$ cat src/rtl/axil_resp_pkg.sv
// Shared types and constants for the AXI4-Lite register responder.
package axil_resp_pkg;

  typedef enum logic [1:0] {
    OKAY   = 2'b00,
    SLVERR = 2'b10
  } resp_t;

  typedef enum logic {
    W_IDLE,
    W_RESP
  } w_state_t;

  typedef enum logic {
    R_IDLE,
    R_RESP
  } r_state_t;

  // Returned on reads that fall outside the register window.
  localparam logic [31:0] DEAD_BEEF = 32'hDEAD_BEEF;

  // Width of a word index into a bank of n registers.
  function automatic int unsigned idx_w(input int unsigned n);
    return $clog2(n);
  endfunction

endpackage

$ cat src/rtl/axil_ready_dly.sv
// READY generator: READY asserts once VALID has been seen for DELAY
// cycles while the channel can accept, and re-arms after each handshake.
module axil_ready_dly #(
  parameter int unsigned DELAY = 0
) (
  input  logic clk,
  input  logic rst,
  input  logic valid,
  input  logic enable,
  output logic ready
);

  logic [3:0] cnt;
  logic       alive;
  logic       expired;

  // Counter saturates at DELAY, so equality marks the delay as elapsed.
  always_comb begin
    expired = (cnt == 4'(DELAY));
    ready   = alive && enable && expired;
  end

  // Count VALID cycles while accepting; clear on handshake. alive keeps
  // READY low while reset is held.
  always_ff @(posedge clk or posedge rst) begin
    if (rst) begin
      cnt   <= '0;
      alive <= 1'b0;
    end else begin
      alive <= 1'b1;
      if (valid && ready)
        cnt <= '0;
      else if (valid && enable && !expired)
        cnt <= cnt + 4'd1;
    end
  end

endmodule

$ cat src/rtl/axil_resp_regs.sv
// AXI4-Lite responder with a bank of 32-bit registers, byte-strobe writes,
// SLVERR on out-of-window accesses and programmable READY back-pressure.
module axil_resp_regs
  import axil_resp_pkg::*;
#(
  parameter int unsigned           DATA_WIDTH  = 32,
  parameter int unsigned           ADDR_WIDTH  = 32,
  parameter int unsigned           NUM_REGS    = 64,
  parameter logic [ADDR_WIDTH-1:0] BASE_ADDR   = '0,
  parameter int unsigned           READY_DELAY = 0
) (
  input  logic                        S_AXI_aclk,
  input  logic                        S_AXI_areset,
  input  logic [ADDR_WIDTH-1:0]       S_AXI_awaddr,
  input  logic [2:0]                  S_AXI_awprot,
  input  logic                        S_AXI_awvalid,
  output logic                        S_AXI_awready,
  input  logic [DATA_WIDTH-1:0]       S_AXI_wdata,
  input  logic [DATA_WIDTH/8-1:0]     S_AXI_wstrb,
  input  logic                        S_AXI_wvalid,
  output logic                        S_AXI_wready,
  output logic [1:0]                  S_AXI_bresp,
  output logic                        S_AXI_bvalid,
  input  logic                        S_AXI_bready,
  input  logic [ADDR_WIDTH-1:0]       S_AXI_araddr,
  input  logic [2:0]                  S_AXI_arprot,
  input  logic                        S_AXI_arvalid,
  output logic                        S_AXI_arready,
  output logic [DATA_WIDTH-1:0]       S_AXI_rdata,
  output logic [1:0]                  S_AXI_rresp,
  output logic                        S_AXI_rvalid,
  input  logic                        S_AXI_rready,
  output logic                        wr_commit,
  output logic [idx_w(NUM_REGS)-1:0]  wr_index
);

  localparam int unsigned           IW   = idx_w(NUM_REGS);
  localparam int unsigned           NB   = DATA_WIDTH / 8;
  localparam logic [ADDR_WIDTH-1:0] SPAN = ADDR_WIDTH'(4 * NUM_REGS);

  logic [DATA_WIDTH-1:0] regs [NUM_REGS];

  w_state_t w_state, w_state_nx;
  r_state_t r_state, r_state_nx;

  logic                  aw_held, w_held;
  logic [ADDR_WIDTH-1:0] aw_addr_q;
  logic [DATA_WIDTH-1:0] w_data_q;
  logic [NB-1:0]         w_strb_q;

  logic                  aw_en, w_en, ar_en;
  logic                  aw_hs, w_hs, ar_hs, wr_fire;
  logic [ADDR_WIDTH-1:0] wr_addr, wr_off, rd_off;
  logic [DATA_WIDTH-1:0] wr_data;
  logic [NB-1:0]         wr_strb;
  logic [IW-1:0]         wr_idx, rd_idx;
  logic                  wr_in, rd_in;
  logic                  unused_bits;

  // Handshakes, and the effective write beat: a channel captured this very
  // cycle is taken straight from the bus so commit needs no extra cycle.
  always_comb begin
    aw_en   = (w_state == W_IDLE) && !aw_held;
    w_en    = (w_state == W_IDLE) && !w_held;
    ar_en   = (r_state == R_IDLE);
    aw_hs   = S_AXI_awvalid && S_AXI_awready;
    w_hs    = S_AXI_wvalid && S_AXI_wready;
    ar_hs   = S_AXI_arvalid && S_AXI_arready;
    wr_fire = (w_state == W_IDLE) && (aw_held || aw_hs) && (w_held || w_hs);
    wr_addr = aw_held ? aw_addr_q : S_AXI_awaddr;
    wr_data = w_held ? w_data_q : S_AXI_wdata;
    wr_strb = w_held ? w_strb_q : S_AXI_wstrb;
    wr_off  = wr_addr - BASE_ADDR;
    wr_in   = (wr_off < SPAN);
    wr_idx  = wr_off[2 +: IW];
    rd_off  = S_AXI_araddr - BASE_ADDR;
    rd_in   = (rd_off < SPAN);
    rd_idx  = rd_off[2 +: IW];
    unused_bits = ^{S_AXI_awprot, S_AXI_arprot, wr_off, rd_off};
  end

  axil_ready_dly #(.DELAY(READY_DELAY)) u_aw_dly (
    .clk(S_AXI_aclk), .rst(S_AXI_areset),
    .valid(S_AXI_awvalid), .enable(aw_en), .ready(S_AXI_awready)
  );

  axil_ready_dly #(.DELAY(READY_DELAY)) u_w_dly (
    .clk(S_AXI_aclk), .rst(S_AXI_areset),
    .valid(S_AXI_wvalid), .enable(w_en), .ready(S_AXI_wready)
  );

  axil_ready_dly #(.DELAY(READY_DELAY)) u_ar_dly (
    .clk(S_AXI_aclk), .rst(S_AXI_areset),
    .valid(S_AXI_arvalid), .enable(ar_en), .ready(S_AXI_arready)
  );

  // Channel FSM state registers.
  always_ff @(posedge S_AXI_aclk or posedge S_AXI_areset) begin
    if (S_AXI_areset) begin
      w_state <= W_IDLE;
      r_state <= R_IDLE;
    end else begin
      w_state <= w_state_nx;
      r_state <= r_state_nx;
    end
  end

  // Write FSM next state; bvalid is simply "in W_RESP".
  always_comb begin
    w_state_nx   = w_state;
    S_AXI_bvalid = 1'b0;
    case (w_state)
      W_IDLE: if (wr_fire) w_state_nx = W_RESP;
      W_RESP: begin
        S_AXI_bvalid = 1'b1;
        if (S_AXI_bready) w_state_nx = W_IDLE;
      end
      default: w_state_nx = W_IDLE;
    endcase
  end

  // Read FSM next state; rvalid is simply "in R_RESP".
  always_comb begin
    r_state_nx   = r_state;
    S_AXI_rvalid = 1'b0;
    case (r_state)
      R_IDLE: if (ar_hs) r_state_nx = R_RESP;
      R_RESP: begin
        S_AXI_rvalid = 1'b1;
        if (S_AXI_rready) r_state_nx = R_IDLE;
      end
      default: r_state_nx = R_IDLE;
    endcase
  end

  // Write path: hold AW/W independently, commit strobed bytes once both
  // are present, and latch the response.
  always_ff @(posedge S_AXI_aclk or posedge S_AXI_areset) begin
    if (S_AXI_areset) begin
      aw_held     <= 1'b0;
      w_held      <= 1'b0;
      aw_addr_q   <= '0;
      w_data_q    <= '0;
      w_strb_q    <= '0;
      S_AXI_bresp <= OKAY;
      wr_commit   <= 1'b0;
      wr_index    <= '0;
      for (int unsigned i = 0; i < NUM_REGS; i++) regs[i] <= '0;
    end else begin
      wr_commit <= 1'b0;
      if (wr_fire) begin
        aw_held     <= 1'b0;
        w_held      <= 1'b0;
        S_AXI_bresp <= wr_in ? OKAY : SLVERR;
        if (wr_in) begin
          wr_commit <= 1'b1;
          wr_index  <= wr_idx;
          for (int unsigned k = 0; k < NB; k++)
            if (wr_strb[k]) regs[wr_idx][8*k +: 8] <= wr_data[8*k +: 8];
        end
      end else begin
        if (aw_hs) begin
          aw_held   <= 1'b1;
          aw_addr_q <= S_AXI_awaddr;
        end
        if (w_hs) begin
          w_held   <= 1'b1;
          w_data_q <= S_AXI_wdata;
          w_strb_q <= S_AXI_wstrb;
        end
      end
    end
  end

  // Read path: sample the bank on the AR handshake (pre-write value when a
  // commit lands on the same edge).
  always_ff @(posedge S_AXI_aclk or posedge S_AXI_areset) begin
    if (S_AXI_areset) begin
      S_AXI_rdata <= '0;
      S_AXI_rresp <= OKAY;
    end else if (ar_hs) begin
      S_AXI_rdata <= rd_in ? regs[rd_idx] : DEAD_BEEF;
      S_AXI_rresp <= rd_in ? OKAY : SLVERR;
    end
  end

endmodule

$ cat config.mk
export PLATFORM = sky130hd
export DESIGN_NAME = axil_resp_regs
export DESIGN_NICKNAME = d
export VERILOG_FILES = /design/src/rtl/axil_resp_pkg.sv /design/src/rtl/axil_ready_dly.sv /design/src/rtl/axil_resp_regs.sv
export SDC_FILE = /design/constraint.sdc
export NUM_CORES = 2
export LEC_CHECK = 0
export CAP_MARGIN = 20
export CORE_MARGIN = 5
export CORE_UTILIZATION = 68
export CTS_CLUSTER_DIAMETER = 200
export DETAILED_ROUTE_END_ITERATION = 8
export PLACE_DENSITY_LB_ADDON = 0.2
export SLEW_MARGIN = 40
export SYNTH_ARGS = -nofsm -noshare
export SYNTH_HDL_FRONTEND = slang
export SYNTH_HIERARCHICAL = 1
export SYNTH_SLANG_ARGS = --single-unit
$ cat constraint.sdc
create_clock -name S_AXI_aclk -period 173.8 [get_ports S_AXI_aclk]
set_clock_uncertainty 0.1 [all_clocks]
set_input_delay 26.07 -clock S_AXI_aclk [delete_from_list [all_inputs] [get_ports S_AXI_aclk]]
set_output_delay 26.07 -clock S_AXI_aclk [all_outputs]
set_load 0.01 [all_outputs]
==> results.ini <==
[synth]
synth-xor-area-share_pct=0.02602
synth-edff-count=0
netlist_area_um2=101000
ys_ff_latch=2174
synth_area_per_cell_um2=15.34
synth_top_family_by_area=multiplexers
ys.flop_type=dfrtp_1
syn_inst=6584
ys_seq_area_share_pct=53.87
synthAdderAreaFrac_pct=0.07433
synthArstFlopShare_pct=100.0
yosysWarnings=6
synth_compound_area_share_pct=3.186
synth_mux_area_share_pct=35.93
yosys.area_share.simple_pct=4.422
synth_cell_types=72

[power_and_ir_drop]
p_per_area_nw_per_um2=10.08
vdd.ir_drop.worst_uv=17.93
leakage_nw=57.23

[worst_setup_path]
crit_type=primary input to flop
cpPeakStageDelay_ps=810
cp.required_ps=174410
r2r_slack_ps=168920
cp.arrival_ps=30540
path_cells=buf_8 -> buf_4 -> buf_4 -> buf_4 -> mux4_2 -> o22ai_1 -> a21oi_1 -> a2111oi_0 -> buf_4 -> a21oi_1
end_kind=flop
critical_path.max_fanout=62
cp_slowest_cell=a2111oi_0
worstRegToRegCells=12
path_common_cell=buf_4
start_kind=primary input
critPathLaunch=S_AXI_araddr[4]
worstReg2RegStart=u_aw_dly/cnt[0]$_DFFE_PP0P_

[clock_tree]
cts_max_level=4
cts_made_buffers=215
post_cts_buffers=0
ctsHoldBuffers=0
worstSkewPairLatency_ps=840
cts_resized=0
root_buffer=clkbuf_16
cts_sinks=2174
clock_path_buffers=3
cts_tree=done
path_clk_slew_ps=60

[finish]
synthToLayoutAreaGrowth_pct=10.37
post_layout_nonfiller_instances=8771
nets=6773
drive_gt1_share_pct=46.57
layout_commonest_cell=dfrtp_1
layout_common_cells=2,172 x dfrtp_1, 1,936 x mux2_2, 409 x mux4_2, 252 x mux2i_1, 239 x mux2_1

[global_routing]
grt_pass1_vias=64170
grt_max_degree=147
grt_use_total_pct=36.32
grt_antenna_before_repair=7
grt_pass1_wl_um=421700
overflow=0

[sta]
fmax_mhz=33.41
hold_viol=0
max_slew_margin_pct=35.24
finalSetupViolations=0
rsz0062_at_grt=false
tns_ps=0
drv_slew=0
worst_hold_slack_ps=387.2
finalCriticalPeriod_ps=29930
finalCritPeriodShare_pct=17.22
tightest_slew_ps=970.4

[detailed_routing]
drt_iter0_drc=5381
drc=0
drt-pass1-iter-count=6
ant_nets=0
drt_wl_total_um=280000
vias_per_cell=6.945
routedWlPerCell_um=31.92
num_vias=60920

[die]
die_w_um=395.4
num_io_pins=161
core_um2=147700
start_util_pct=68.39
rows=141
die_y_um=395.4
die_area_um2=156300

[job]
cap_violations=0

[min_path]
whs_path_depth=1
worstHoldStart=regs[1067]$_DFFE_PP0P_
hold_path.class=flop to flop

[placed_design]
dp.cells=8361
gp_congestion=0.9153
dp_hpwl_um=175600
portBuffers=148

[run_status]
status=complete, no violations

registers in the layout, indices dropped and copies added (netlist names):
name	cells
u_aw_dly/cnt	4
wr_index	6
u_aw_dly/alive	1
w_strb_q	4
u_ar_dly/cnt	4
w_data_q	32
u_ar_dly/alive	1
aw_held	1
r_state	1
S_AXI_rresp	1
u_w_dly/cnt	4
wr_commit	1
S_AXI_rdata	32
S_AXI_bresp	1
regs	2048
w_held	1
w_state	1
aw_addr_q	30
u_w_dly/alive	1
cell type report:
class | instances | area, um^2
tap | 1930 | 2415
sequential | 2174 | 54400
multi-input combinational | 3947 | 44440
clock inverter | 57 | 436.7
clock buffer | 336 | 6541
timing repair buffer | 296 | 3115
fill | 8813 | 36190
antenna | 11 | 27.53
inverter | 20 | 91.34
power by group:
group          internal [mW]  leakage [nW]  switching (mW)
Sequential             0.514          30.1         0.00555
Combinational         0.0315          23.6           0.113
Clock                  0.263          3.48           0.196
Total                  0.809          57.2           0.315
layer usage:
metal  part of all wire (%)  up-vias  wire length [um]  GRT usage, %
met2                     46     2575            130200         55.21
met1                     38    32770            106500         47.26
met3                    9.1      786             25530         11.13
met5                  0.015        -                42             0
li1                       -    24770                 -             -
met4                    6.4        6             17790         20.14
final timing paths:
| path | end |
|---|---|
| setup / recovery | S_AXI_rdata[30]$_DFFE_PP0P_ |
| hold / removal | regs[1067]$_DFFE_PP0P_ |
| setup reg to reg | regs[817]$_DFFE_PP0P_ |
| hold reg to reg | regs[1067]$_DFFE_PP0P_ |
| max in group asynchronous | regs[542]$_DFFE_PP0P_ |
| min in group asynchronous | u_w_dly/cnt[0]$_DFFE_PP0P_ |
per-stage QoR:
step,util (%),setup WS (ps),cell area [um^2],total power [mW]
2_1_floorplan,-,86630,101000,0.6149
3_3_place_gp,70.25,141330,103700,0.6636
3_5_place_dp,70.59,141880,104200,0.6704
4_1_cts,75.32,142770,111200,1.125
5_1_grt,75.47,143650,111400,1.158
6_report,75.49,143870,111500,1.124
worst max-delay path: cells and delay by family:
| family | cells | cell delay [ps] |
|---|---|---|
| compound gates | 4 | 1190 |
| buf+inv | 5 | 2620 |
| mux | 1 | 440 |
synth_stat cells, types with 59 or more instances:
| master | count | share of area (%) |
|---|---|---|
| a22oi_1 | 71 | 0.53 |
| dfrtp_1 | 2174 | 54 |
| mux2i_1 | 252 | 2.5 |
| clkbuf_1 | 254 | 0.94 |
| buf_2 | 75 | 0.37 |
| mux2_2 | 1907 | 21 |
| mux4_2 | 409 | 9.1 |
| nor2_1 | 71 | 0.26 |
| a21oi_1 | 122 | 0.60 |
| nand2_4 | 210 | 2.3 |
| nand2_1 | 117 | 0.43 |
| nor2_2 | 59 | 0.37 |
| mux2_1 | 268 | 3.0 |
cell families (layout without fill, tap and decap cells):
logic type	Yosys count	in the layout
mux	2839	2839
flops	2174	2174
simple gates	624	624
compound gates	470	470
buf+inv	464	709
fa+ha+maj	6	6
other cells	4	16
xor+xnor	3	3
(Power assumes the default switching activity.)
